**src/rtl/instr_fetch_unit_pkg.sv**
```systemverilog
// Shared constants for the fetch front end: FSM encoding, reset PC default
// and the opcode values also used by control_unit.
package instr_fetch_unit_pkg;

  localparam logic [31:0] RESET_PC_DEF = 32'h0000_0000;

  localparam logic [1:0] S_BOOT = 2'd0;
  localparam logic [1:0] S_REQ  = 2'd1;
  localparam logic [1:0] S_WAIT = 2'd2;
  localparam logic [1:0] S_HOLD = 2'd3;

  localparam logic [6:0] OP_R   = 7'b0110011;
  localparam logic [6:0] OP_I   = 7'b0010011;
  localparam logic [6:0] OP_S   = 7'b0100011;
  localparam logic [6:0] OP_L   = 7'b0000011;
  localparam logic [6:0] OP_B   = 7'b1100011;
  localparam logic [6:0] OP_JAL = 7'b1101111;

endpackage

```
**src/rtl/instr_fetch_unit_pc_reg.sv**
```systemverilog
// Program counter: load (word aligned) has priority over sequential increment.
module instr_fetch_unit_pc_reg #(
  parameter int              XLEN     = 32,
  parameter logic [XLEN-1:0] RESET_PC = '0,
  parameter int unsigned     PC_STEP  = 4
) (
  input  logic            clk,
  input  logic            rst_n,
  input  logic            load_i,
  input  logic [XLEN-1:0] target_i,
  input  logic            inc_i,
  output logic [XLEN-1:0] pc_o
);

  localparam logic [XLEN-1:0] WORD_MASK = ~XLEN'(3);

  logic [XLEN-1:0] pc_q, pc_d;

  always_comb begin
    pc_d = pc_q;
    if (load_i) begin
      pc_d = target_i & WORD_MASK;
    end else if (inc_i) begin
      pc_d = pc_q + XLEN'(PC_STEP);
    end
  end

  always_ff @(posedge clk or negedge rst_n) begin
    if (!rst_n) begin
      pc_q <= RESET_PC;
    end else begin
      pc_q <= pc_d;
    end
  end

  assign pc_o = pc_q;

endmodule

```
**src/rtl/instr_fetch_unit.sv**
```systemverilog
// Single-outstanding instruction fetch sequencer feeding decode, with
// branch/jump redirect and squash of in-flight or held instructions.
module instr_fetch_unit
  import instr_fetch_unit_pkg::*;
#(
  parameter int              XLEN     = 32,
  parameter logic [XLEN-1:0] RESET_PC = RESET_PC_DEF,
  parameter int unsigned     PC_STEP  = 4
) (
  input  logic            clk,
  input  logic            rst_n,
  output logic            imem_req,
  output logic [XLEN-1:0] imem_addr,
  input  logic            imem_rvalid,
  input  logic [XLEN-1:0] imem_rdata,
  output logic            instr_valid,
  input  logic            instr_ready,
  output logic [XLEN-1:0] instr,
  output logic [6:0]      instr_opcode,
  output logic [XLEN-1:0] instr_pc,
  input  logic            redirect_valid,
  input  logic [XLEN-1:0] redirect_target,
  output logic [31:0]     fetch_count,
  output logic [1:0]      dbg_state
);

  localparam logic [XLEN-1:0] WORD_MASK = ~XLEN'(3);

  logic [1:0]      state_q, state_d;
  logic            discard_q, discard_d;
  logic [XLEN-1:0] instr_q, instr_d;
  logic [XLEN-1:0] instr_pc_q, instr_pc_d;
  logic [31:0]     fetch_count_q, fetch_count_d;
  logic            pc_load, pc_inc;
  logic [XLEN-1:0] pc;

  instr_fetch_unit_pc_reg #(
    .XLEN     (XLEN),
    .RESET_PC (RESET_PC),
    .PC_STEP  (PC_STEP)
  ) u_pc_reg (
    .clk      (clk),
    .rst_n    (rst_n),
    .load_i   (pc_load),
    .target_i (redirect_target),
    .inc_i    (pc_inc),
    .pc_o     (pc)
  );

  // Decode handshake: a word transfers on a cycle with instr_valid && instr_ready
  // and no redirect_valid; instr/instr_pc stay stable while valid is held.
  always_comb begin
    state_d       = state_q;
    discard_d     = discard_q;
    instr_d       = instr_q;
    instr_pc_d    = instr_pc_q;
    fetch_count_d = fetch_count_q;
    pc_load       = 1'b0;
    pc_inc        = 1'b0;
    case (state_q)
      S_BOOT: begin
        pc_load = redirect_valid;
        state_d = S_REQ;
      end
      S_REQ: begin
        state_d = S_WAIT;
        if (redirect_valid) begin
          pc_load   = 1'b1;
          discard_d = 1'b1;
        end
      end
      S_WAIT: begin
        if (imem_rvalid) begin
          if (discard_q || redirect_valid) begin
            pc_load   = redirect_valid;
            discard_d = 1'b0;
            state_d   = S_REQ;
          end else begin
            instr_d    = imem_rdata;
            instr_pc_d = pc;
            state_d    = S_HOLD;
          end
        end else if (redirect_valid) begin
          // Response still owed for the old PC; remember to drop it.
          pc_load   = 1'b1;
          discard_d = 1'b1;
        end
      end
      default: begin
        if (redirect_valid) begin
          pc_load = 1'b1;
          state_d = S_REQ;
        end else if (instr_ready) begin
          pc_inc        = 1'b1;
          fetch_count_d = fetch_count_q + 32'd1;
          state_d       = S_REQ;
        end
      end
    endcase
  end

  always_ff @(posedge clk or negedge rst_n) begin
    if (!rst_n) begin
      state_q       <= S_BOOT;
      discard_q     <= 1'b0;
      instr_q       <= '0;
      instr_pc_q    <= '0;
      fetch_count_q <= '0;
    end else begin
      state_q       <= state_d;
      discard_q     <= discard_d;
      instr_q       <= instr_d;
      instr_pc_q    <= instr_pc_d;
      fetch_count_q <= fetch_count_d;
    end
  end

  assign imem_req     = (state_q == S_REQ);
  assign imem_addr    = pc & WORD_MASK;
  assign instr_valid  = (state_q == S_HOLD);
  assign instr        = instr_q;
  assign instr_opcode = instr_q[6:0];
  assign instr_pc     = instr_pc_q;
  assign fetch_count  = fetch_count_q;
  assign dbg_state    = state_q;

endmodule

```
**config.mk**
```make
export PLATFORM = sky130hd
export DESIGN_NAME = instr_fetch_unit
export DESIGN_NICKNAME = d
export VERILOG_FILES = /design/src/rtl/instr_fetch_unit_pkg.sv /design/src/rtl/instr_fetch_unit_pc_reg.sv /design/src/rtl/instr_fetch_unit.sv
export SDC_FILE = /design/constraint.sdc
export NUM_CORES = 1
export LEC_CHECK = 0
export ABC_AREA = 1
export CAP_MARGIN = 20
export CORE_ASPECT_RATIO = 1.1
export CORE_MARGIN = 5
export CORE_UTILIZATION = 45
export CTS_CLUSTER_SIZE = 30
export DETAILED_ROUTE_END_ITERATION = 7
export GPL_ROUTABILITY_DRIVEN = 0
export PLACE_DENSITY = 0.75
export SLEW_MARGIN = 10
export SYNTH_ARGS = -nofsm -noshare
export SYNTH_HDL_FRONTEND = slang
export SYNTH_HIERARCHICAL = 1
export SYNTH_SLANG_ARGS = --single-unit
```
**constraint.sdc**
```tcl
create_clock -name clk -period 3.13 [get_ports clk]
set_clock_uncertainty 0.2 [all_clocks]
set_input_delay 0.313 -clock clk [delete_from_list [all_inputs] [get_ports clk]]
set_output_delay 0.313 -clock clk [all_outputs]
set_load 0.05 [all_outputs]
```
==> key figures <==
Clock network
  • Clk sink count: 129
  • Later-pin clock latency in the skew report: approximately 410 ps
  • Clk buf depth: 2
  • Root buffer cell: clkbuf_16
  • H-tree levels: 4
  • CTS tree: done
  • Postcts setup bufs: 0
  • Clock slew at reported path FFs: 60 ps
  • CTS Buf Count: 17

GRT
  • Number of global-route vias before repair: 5745
  • Initial antenna violation count: 0
  • GRT Total Usage: between 20% and 30%
  • Largest net degree at the start of global routing: 65
  • Overflow after GRT: 0
  • First-pass GRT wire length: just under 30 mm

Synth
  • Number of synthesized register bits: approximately 130
  • Post-synth EDFFs: 0
  • Top post-synthesis cells by area: dfrtp_1 48%, mux2_1 10%, nand2_1 10%
  • Top FF cell, synth: dfrtp_1
  • Syn avg cell area: 9.29 um2
  • Register area share after synthesis: approximately 48%
  • Cell Area, Synth: 6730 um2
  • Most common cell in the synthesized netlist: nand2_1
  • Unique masters post-synth: 34
  • Yosys top cell area share: 48.0%
  • Top cells by count, synth: 180 x nand2_1, 129 x dfrtp_1, 67 x inv_1, 60 x mux2_1, 58 x nand3_1
  • Syn. warnings: 6
  • Fraction of registers with async set or reset after synthesis: 100%
  • Syn Inst Count: 724
  • Yosys top cell by area: dfrtp_1

Setup path
  • Element type at the critical path end: flop
  • Arrival @ worst endpoint: 2700 ps
  • CP Cell Sequence: ha_1 > nand3_4 > inv_2 > nand2_1 > inv_1 > nand2_1 > o211ai_1
  • Delay of the slowest critical-path stage: 640 ps
  • CP max FO: 23
  • Slowest cell on crit path: inv_1
  • Most common cell on crit path: nand2_1
  • Startpoint types: flop
  • Crit path kind: flop to flop
  • Worst Path Required: about 3300 ps

Drt
  • DRT Pass-1 Iters: 4
  • Routed Antenna Nets: 0
  • Final WL: approximately 18 mm
  • Initial DRC Count: 264
  • DR WL/cell: 15.8 um
  • Via count: roughly 5.6k
  • DRC viols: 0
  • Via density: 4.96

Floorplan
  • # IOs: 208
  • Die area: 17500 um2
  • Die Ht: about 140 um
  • Core area: 14600 um2
  • Row count: 46
  • Initial Utilization: 46.2%
  • Die width: 127 um

Placement
  • Post-Place Cell Area: 8870 um2
  • Placed cells: 1101
  • IO buf count: approximately 200
  • Hpwl dp: 13.6 mm

STA
  • Final hold viol count: 0
  • Endpoints failing setup: 0
  • Worst Tran Pin Value: 793 ps
  • Period utilization: between 80% and 90%
  • RSZ-0062 raised after global routing: no
  • TNS Setup: 0 ps
  • Max Slew Vio Count: 0
  • Final hold slack: 276 ps
  • Fmax: 386 MHz
  • Final min period: 2590 ps
  • Slew margin rel.: 47.1%

Finish
  • Layout cell share with drive strength beyond 1: about a tenth
  • Final core occ: 65.2%
  • Fin cells: 1134
  • Antenna cells: 0
  • Final Cell Area: between 9000 and 10000 um2
  • # nets final: 1005
  • Layout area overhead: 41.1%

Flow run
  • Maxcap violations: 0

Power
  • Maximum VDD drop: about 450 uV
  • P per Cell Area: 860 nW/um2
  • Leak: 4.41 nW

Min path
  • Worst hold path class: primary input to async pin

Run status
  • Status: finished clean
report_power, final:
part | switching [W] | internal, W | total [W]
combinational | 0.00244 | 0.00124 | 0.00368
sequential | 0.000335 | 0.00213 | 0.00247
clock | 0.000723 | 0.00129 | 0.00202
total | 0.00350 | 0.00466 | 0.00817
cell families after synthesis:
family | Yosys count | share of synthesized area (%)
other cells | 2 | 0.112
buf+inv | 97 | 7.08
fa+ha+maj | 7 | 1.30
compound gates | 43 | 4.33
flops | 129 | 48.0
xor+xnor | 25 | 3.25
mux | 64 | 10.7
simple gates | 357 | 25.2
area by class of cell:
class / instances / area [um2]
Multi-Input combinational cell: 500 / 3030
Inverter: 70 / 263
Fill cell: 1190 / 5070
Timing Repair Buffer: 211 / 2120
Clock inverter: 13 / 161
Tap cell: 192 / 240
Sequential cell: 129 / 3230
Clock buffer: 19 / 453
state kept, by name, indices dropped and copies added, names as in the netlist:
signal         count
dbg_state          2
discard_q          1
fetch_count       32
instr             32
instr_pc          32
u_pc_reg/pc_o     30
cells in the final DEF, fill, tap and decap left out, types with 17 or more instances in the layout:
master,netlist,final
mux2_1,60,60
nand3_1,58,58
a22oi_1,18,18
clkdlybuf4s50_1,0,202
dfrtp_1,129,129
nor2_1,52,51
clkbuf_16,0,17
inv_1,67,67
nand2_1,180,180
nor2_2,16,17
critical path: cells and delay by family (launching register included):
kind	cells	cell delay, ps
adders and majority gates	1	230
AOI/OAI and AO/OA	1	200
DFF	1	410
and+or+nand+nor	3	560
buffers and inverters	2	890
metal layers:
layer / wire length (um) / global-route usage, % / vias up
met3: 1320 / 6.01 / 23
li1: - / - / 2757
met1: 7770 / 26.1 / 2659
met5: 0 / 0 / -
met4: 299 / 7.34 / 0
met2: 8560 / 34.3 / 184
worst paths after layout:
check                                         start                       endpoint  slack, ps  cells past startpoint
max reg2reg                dbg_state[0]$_DFFE_PN0P_   u_pc_reg/pc_o[4]$_DFFE_PN0N_        540                      7
max                        dbg_state[0]$_DFFE_PN0P_   u_pc_reg/pc_o[4]$_DFFE_PN0N_        540                      7
min in group clk                redirect_target[17]  u_pc_reg/pc_o[17]$_DFFE_PN0N_        280                      3
min reg2reg                instr_pc[21]$_DFFE_PN0P_       instr_pc[21]$_DFFE_PN0P_        290                      1
max in group asynchronous                     rst_n   u_pc_reg/pc_o[3]$_DFFE_PN0N_       1720                      3
min                                           rst_n       instr_pc[11]$_DFFE_PN0P_        280                      2
what timing repair did:
| item | in CTS | in global routing |
|---|---|---|
| hold buffers | 1 | 0 |
| resized for setup | 0 | 0 |
| hold endpoints to repair | 60 | 0 |
metrics by stage:
stage                     total power, W  worst slack (ps)
after floorplan                  0.00489               700
after global placement           0.00615               426
after detailed placement         0.00622               348
after CTS                        0.00826               524
after global routing             0.00853               349
final                            0.00817               542
(Power assumes the default switching activity.)
